`src/rtl/rv2t_machine_timer_if.sv`:
```
// ---------------------------------------------------------------------------
// rv2t_machine_timer_if
//   Data-memory peripheral bus as seen by the machine timer.
//   master : CPU side, drives the strobes, address and write data
//   slave  : timer side, returns the read ack and the read data
//   mem_read_enable  1   read strobe, one cycle per access
//   mem_write_enable 1   write strobe, one cycle per access
//   mem_addr         2   word index (0 mtime_lo, 1 mtime_hi, 2 cmp_lo, 3 cmp_hi)
//   mem_write_data   32  write data
//   mem_read_ack     1   high the cycle after mem_read_enable
//   mem_read_data    32  read data, held while mem_read_ack is low
// ---------------------------------------------------------------------------
interface rv2t_machine_timer_if;
    logic        mem_read_enable;
    logic        mem_write_enable;
    logic [1:0]  mem_addr;
    logic [31:0] mem_write_data;
    logic        mem_read_ack;
    logic [31:0] mem_read_data;

    modport master (
        output mem_read_enable, mem_write_enable, mem_addr, mem_write_data,
        input  mem_read_ack, mem_read_data
    );

    modport slave (
        input  mem_read_enable, mem_write_enable, mem_addr, mem_write_data,
        output mem_read_ack, mem_read_data
    );
endinterface

```
`src/rtl/rv2t_machine_timer.sv`:
```
// ---------------------------------------------------------------------------
// rv2t_machine_timer
//   RISC-V machine timer: free-running 64-bit mtime advanced every PRESCALE
//   clocks, 64-bit mtimecmp, and a registered level timer_triggered
//   (mtime >= mtimecmp) for the CSR block to edge-detect.
//   clk             in   single clock, rising edge
//   reset           in   asynchronous active-high reset
//   sync_reset      in   synchronous reset, same effect as reset
//   bus             slave modport of rv2t_machine_timer_if (32-bit window)
//   timer_triggered out  registered unsigned compare mtime >= mtimecmp
// ---------------------------------------------------------------------------
module rv2t_machine_timer #(
    parameter int XLEN     = 32,
    parameter int PRESCALE = 1
) (
    input  logic                 clk,
    input  logic                 reset,
    input  logic                 sync_reset,
    rv2t_machine_timer_if.slave  bus,
    output logic                 timer_triggered
);
    localparam int            PW        = (PRESCALE > 1) ? $clog2(PRESCALE) : 1;
    localparam logic [PW-1:0] PRESC_MAX = PW'(PRESCALE - 1);

    logic [PW-1:0]   r_presc;
    logic [63:0]     r_mtime;
    logic [63:0]     r_cmp;
    logic [XLEN-1:0] r_shadow;
    logic            r_ack;
    logic [XLEN-1:0] r_rdata;
    logic            r_trig;

    logic            w_tick;
    logic [PW-1:0]   w_presc_next;
    logic [63:0]     w_mtime_next;
    logic [63:0]     w_cmp_next;
    logic [XLEN-1:0] w_rdata;

    always_comb begin
        w_tick       = (r_presc == PRESC_MAX);
        w_presc_next = w_tick ? '0 : r_presc + PW'(1);
        w_mtime_next = w_tick ? r_mtime + 64'd1 : r_mtime;
        w_cmp_next   = r_cmp;
        // An mtime write starts from the un-incremented value, so a tick in
        // the same cycle is dropped entirely (including any carry).
        if (bus.mem_write_enable) begin
            case (bus.mem_addr)
                2'd0: begin
                    w_mtime_next = {r_mtime[63:XLEN], bus.mem_write_data};
                    w_presc_next = '0;
                end
                2'd1: begin
                    w_mtime_next = {bus.mem_write_data, r_mtime[XLEN-1:0]};
                    w_presc_next = '0;
                end
                2'd2:    w_cmp_next = {r_cmp[63:XLEN], bus.mem_write_data};
                default: w_cmp_next = {bus.mem_write_data, r_cmp[XLEN-1:0]};
            endcase
        end
    end

    // Reads see pre-write state; hi half of mtime comes from the shadow
    // captured by the preceding lo read so a lo/hi pair is coherent.
    always_comb begin
        case (bus.mem_addr)
            2'd0:    w_rdata = r_mtime[XLEN-1:0];
            2'd1:    w_rdata = r_shadow;
            2'd2:    w_rdata = r_cmp[XLEN-1:0];
            default: w_rdata = r_cmp[63:XLEN];
        endcase
    end

    always_ff @(posedge clk or posedge reset) begin
        if (reset) begin
            r_presc  <= '0;
            r_mtime  <= '0;
            r_cmp    <= '1;
            r_shadow <= '0;
            r_ack    <= 1'b0;
            r_rdata  <= '0;
            r_trig   <= 1'b0;
        end else if (sync_reset) begin
            r_presc  <= '0;
            r_mtime  <= '0;
            r_cmp    <= '1;
            r_shadow <= '0;
            r_ack    <= 1'b0;
            r_rdata  <= '0;
            r_trig   <= 1'b0;
        end else begin
            r_presc <= w_presc_next;
            r_mtime <= w_mtime_next;
            r_cmp   <= w_cmp_next;
            r_ack   <= bus.mem_read_enable;
            if (bus.mem_read_enable) begin
                r_rdata <= w_rdata;
                if (bus.mem_addr == 2'd0)
                    r_shadow <= r_mtime[63:XLEN];
            end
            // Compare on post-update values.
            r_trig <= (w_mtime_next >= w_cmp_next);
        end
    end

    assign bus.mem_read_ack  = r_ack;
    assign bus.mem_read_data = r_rdata;
    assign timer_triggered   = r_trig;
endmodule

```
`src/flat_wrapper.sv`:
```
// flat-port wrapper written by rule: the top's interface ports become plain ports
module rv2t_machine_timer_flat 
#(
    parameter int XLEN     = 32,
    parameter int PRESCALE = 1
)
  (clk, reset, sync_reset, timer_triggered, bus_mem_read_enable, bus_mem_write_enable, bus_mem_addr, bus_mem_write_data, bus_mem_read_ack, bus_mem_read_data);
  rv2t_machine_timer_if bus_i ();
  input  logic clk;
  input  logic reset;
  input  logic sync_reset;
  output logic timer_triggered;
  input wire logic [$bits(bus_i.mem_read_enable)-1:0] bus_mem_read_enable;
  input wire logic [$bits(bus_i.mem_write_enable)-1:0] bus_mem_write_enable;
  input wire logic [$bits(bus_i.mem_addr)-1:0] bus_mem_addr;
  input wire logic [$bits(bus_i.mem_write_data)-1:0] bus_mem_write_data;
  output wire logic [$bits(bus_i.mem_read_ack)-1:0] bus_mem_read_ack;
  output wire logic [$bits(bus_i.mem_read_data)-1:0] bus_mem_read_data;
  assign bus_i.mem_read_enable = bus_mem_read_enable;
  assign bus_i.mem_write_enable = bus_mem_write_enable;
  assign bus_i.mem_addr = bus_mem_addr;
  assign bus_i.mem_write_data = bus_mem_write_data;
  assign bus_mem_read_ack = bus_i.mem_read_ack;
  assign bus_mem_read_data = bus_i.mem_read_data;
  rv2t_machine_timer #(.XLEN(XLEN), .PRESCALE(PRESCALE)) u_core (.clk(clk), .reset(reset), .sync_reset(sync_reset), .bus(bus_i), .timer_triggered(timer_triggered));
endmodule
```
`config.mk`:
```
export PLATFORM = sky130hd
export DESIGN_NAME = rv2t_machine_timer_flat
export DESIGN_NICKNAME = d
export VERILOG_FILES = /design/src/rtl/rv2t_machine_timer_if.sv /design/src/rtl/rv2t_machine_timer.sv /design/src/flat_wrapper.sv
export SDC_FILE = /design/constraint.sdc
export NUM_CORES = 1
export LEC_CHECK = 0
export ABC_AREA = 1
export BUFFER_PORTS_ARGS = -buffer_cell sky130_fd_sc_hd__buf_2
export CAP_MARGIN = 20
export CORE_MARGIN = 8
export CORE_UTILIZATION = 50
export DETAILED_ROUTE_END_ITERATION = 16
export PLACE_DENSITY_LB_ADDON = 0.05
export SYNTH_ARGS = -nofsm -noshare
export SYNTH_HDL_FRONTEND = slang
export SYNTH_SLANG_ARGS = --single-unit
```
`constraint.sdc`:
```
create_clock -name clk -period 7.4 [get_ports clk]
set_input_delay 1.48 -clock clk [delete_from_list [all_inputs] [get_ports clk]]
set_output_delay 1.48 -clock clk [all_outputs]
set_load 0.02 [all_outputs]
```
==> flow_summary.ini <==
[critical_path]
endpoint_kind = flop
reg2reg_setup_slack_ps = 3630
crit_arrival_ps = 5310
cp_num_buf_inv = 5
criticalPathCategory = in -> reg
critPathMaxFanout = 34
cpMostUsedCell = nand2_1
cp_cell_sequence = buf_2 -> inv_1 -> buf_4 -> nand2_1 -> inv_1 -> nand2_2 -> buf_4 -> nor2_1 -> a21oi_1 -> ha_1 -> nand2_1 -> nor2_1 -> nand2_1 -> nor2_1 -> nand2_1 -> nand2_1 -> nor2_1 -> nand2_1 -> nand2_1 -> a21oi_1
crit_required_ps = 7770
crit_slowest_cell = nand2_2
cp-start-kind = input pin
cpPeakStageDelay_ps = 560
critPathTopFamily = buffers and inverters

[timing]
final_max_slew_viol_count = 0
setup_ws_ps = 2460
rsz0062_at_grt = false
hold_viol_final = 0
min_period_over_period_pct = 66.7
tightest_slew_ps = 1140
fmax_mhz = 203
maxSlewHeadroom_pct = 24.1
setup_tns_ps = 0
fin_crit_ps = 4940
setup_viol_count_final = 0
clock_skew_ps = 18.9

[layout]
areaGrowthSynthToFinish_pct = 9.54
design_area_um2 = 13900
final_common_cell = nand2_1
fill_cells = 2522
num-nets-final = 1913
layout_common_cells = nand2_1, nor2_1, inv_1
diodes = 0
drive_gt1_share_pct = 12.8

[floorplanning]
dieArea_um2 = 30800
fp.dieW_um = 176
fp.dieH_um = 176
io-pin-count = 73
start_util_pct = 50.7
core-area_um2 = 25100
std_cell_rows = 58

[drt]
avgViaCountPerCell = 5.76
wl_per_cell_um = 21.5
drtIter0Drc = 1242
drt.antenna.violating_nets = 0
drt_pass1_iterations = 6
drc_errors = 0
routed_wl_mm = 46.2
via_count = 12391

[synth]
syn_nets = 1885
synth_edf_count = 0
async_flop_share_pct = 100
synth_area_um2 = 12700
ys_ff_latch = 194
syn_inst = 1781
yosysWarningCount = 0
avgSynthCellArea_um2 = 7.15
synth_cell_type_count = 45
ys.flop_type = dfrtp_1
ys_seq_area_share_pct = 38.8

[global_route]
grtUsageTotal_pct = 30.3
grt_pass1_vias = 12057
overflow = 0
grt_max_degree = 73
grt_pass1_wl_mm = 71.7
antenna_found_initial = 1

[clock_network]
clk_latency_ps = 450
clkTransAtPathRegs_ps = 80
postCtsHoldBufs = 0
cts.sinks = 194
clockBufferDepth = 2
cts_buffers = 17
post_cts_resized = 0
cts.htree.levels = 4
cts_tree = done
post_cts.repair.setup_buffers = 0
cts-root-buf = clkbuf_16

[power_and_ir_drop]
power_mw = 2.60
leakage_nw = 6.75
power.density_nw_per_um2 = 187
ir_worst_vdd_v = 0.000118

[place]
pre_cts_ws_ps = 2110
io_buffer_count = 72
place_congestion = 0.983
place_area_um2 = 13400
hpwlAfterDp_mm = 33.3

[run_status]
status = finished clean

[flow_run]
drv_cap = 0

[worst_hold_path]
hp-class = reg -> reg
[synthesized netlist by cell type, types with 2 or more instances]
master / instances / area [µm²]
nand2_1: 467 / 1750
nor2_1: 243 / 912
inv_1: 189 / 709
dfrtp_1: 130 / 3250
o21ai_0: 112 / 561
a21oi_1: 107 / 536
o22ai_1: 82 / 513
nand3_1: 69 / 345
ha_1: 65 / 813
dfstp_2: 64 / 1680
clkbuf_1: 57 / 214
xor2_1: 39 / 342
buf_2: 19 / 95.1
o21ai_1: 14 / 70.1
o211a_1: 13 / 130
nand4_1: 12 / 75.1
nor3_1: 11 / 55.1
buf_1: 8 / 30.0
nand2_2: 8 / 50.1
nor2_2: 8 / 50.1
a221oi_1: 7 / 61.3
inv_2: 7 / 26.3
xnor2_1: 7 / 61.3
o211ai_1: 6 / 45.0
and2_1: 5 / 31.3
nor2_4: 5 / 56.3
o31ai_1: 4 / 30.0
a21o_1: 2 / 15.0
a22oi_1: 2 / 15.0
nand2_4: 2 / 22.5
o21a_1: 2 / 15.0
o221a_2: 2 / 22.5
[layer usage]
metal | GRT usage (%) | routed length [µm] | vias up
met5 | 0 | 0 | -
met4 | 9.82 | 1300 | 0
met3 | 5.07 | 3370 | 78
met2 | 47.6 | 20800 | 556
met1 | 41.9 | 20800 | 5906
li1 | - | - | 5851
[sequential cells by signal, indices dropped and copies added, names as in the netlist]
signal / flops
u_core.timer_triggered: 1
u_core.r_cmp: 64
u_core.r_shadow: 32
u_core.r_mtime: 64
u_core.bus.mem_read_ack: 1
u_core.bus.mem_read_data: 32
[report_power, final]
group	switching, mW	internal [mW]	leakage (nW)	total (mW)
Sequential	0.0602	1.13	2.43	1.19
Combinational	0.331	0.151	4.05	0.482
Clock	0.474	0.456	0.278	0.930
[logic make-up after synthesis]
group | count (synthesis) | share of synthesized area (%)
multiplexers | 1 | 0.0787
AO/OA/AOI/OAI | 359 | 16.3
adder cells (fa/ha/maj) | 65 | 6.39
buffers and inverters | 280 | 8.45
flip-flops | 194 | 38.8
AND/OR/NAND/NOR | 836 | 26.9
XOR/XNOR | 46 | 3.17
[stage by stage]
stage / utilization [%] / instances / hold slack [ps]
3_3_place_gp: 53.3 / 2120 / 491
5_1_grt: 55.5 / 2152 / 547
3_5_place_dp: 53.3 / 2120 / 494
4_1_cts: 55.5 / 2152 / 518
6_report: 55.5 / 2152 / 510
2_1_floorplan: - / 1781 / 486
[tightest hold or removal path: stages (launching register included)]
cell     delay, ps
dfrtp_1        350
nand3_1         70
o21ai_0         60
[final timing paths]
| check | depth (start not counted) | to | startpoint |
|---|---|---|---|
| hold reg to reg | 2 | u_core.bus.mem_read_data[28] | u_core.bus.mem_read_data[28] |
| setup reg to reg | 16 | u_core.timer_triggered | u_core.r_mtime[38] |
| max in group asynchronous | 3 | u_core.r_shadow[30] | reset |
| hold / removal | 2 | u_core.bus.mem_read_data[28] | u_core.bus.mem_read_data[28] |
| setup / recovery | 20 | u_core.timer_triggered | bus_mem_addr[0] |
| min in group asynchronous | 2 | u_core.bus.mem_read_data[31] | reset |
[layout make-up]
type / count / area [µm²] / share of cell area, %
multi-input combinational: 1307 / 6740 / 48.3
sequential: 194 / 4930 / 35.4
inverter: 196 / 744 / 5.34
timing repair buffer: 93 / 543 / 3.90
clock buffer: 20 / 447 / 3.20
tap: 330 / 413 / 2.96
clock inverter: 12 / 120 / 0.862
No activity file was read; power rests on OpenSTA's default activity.
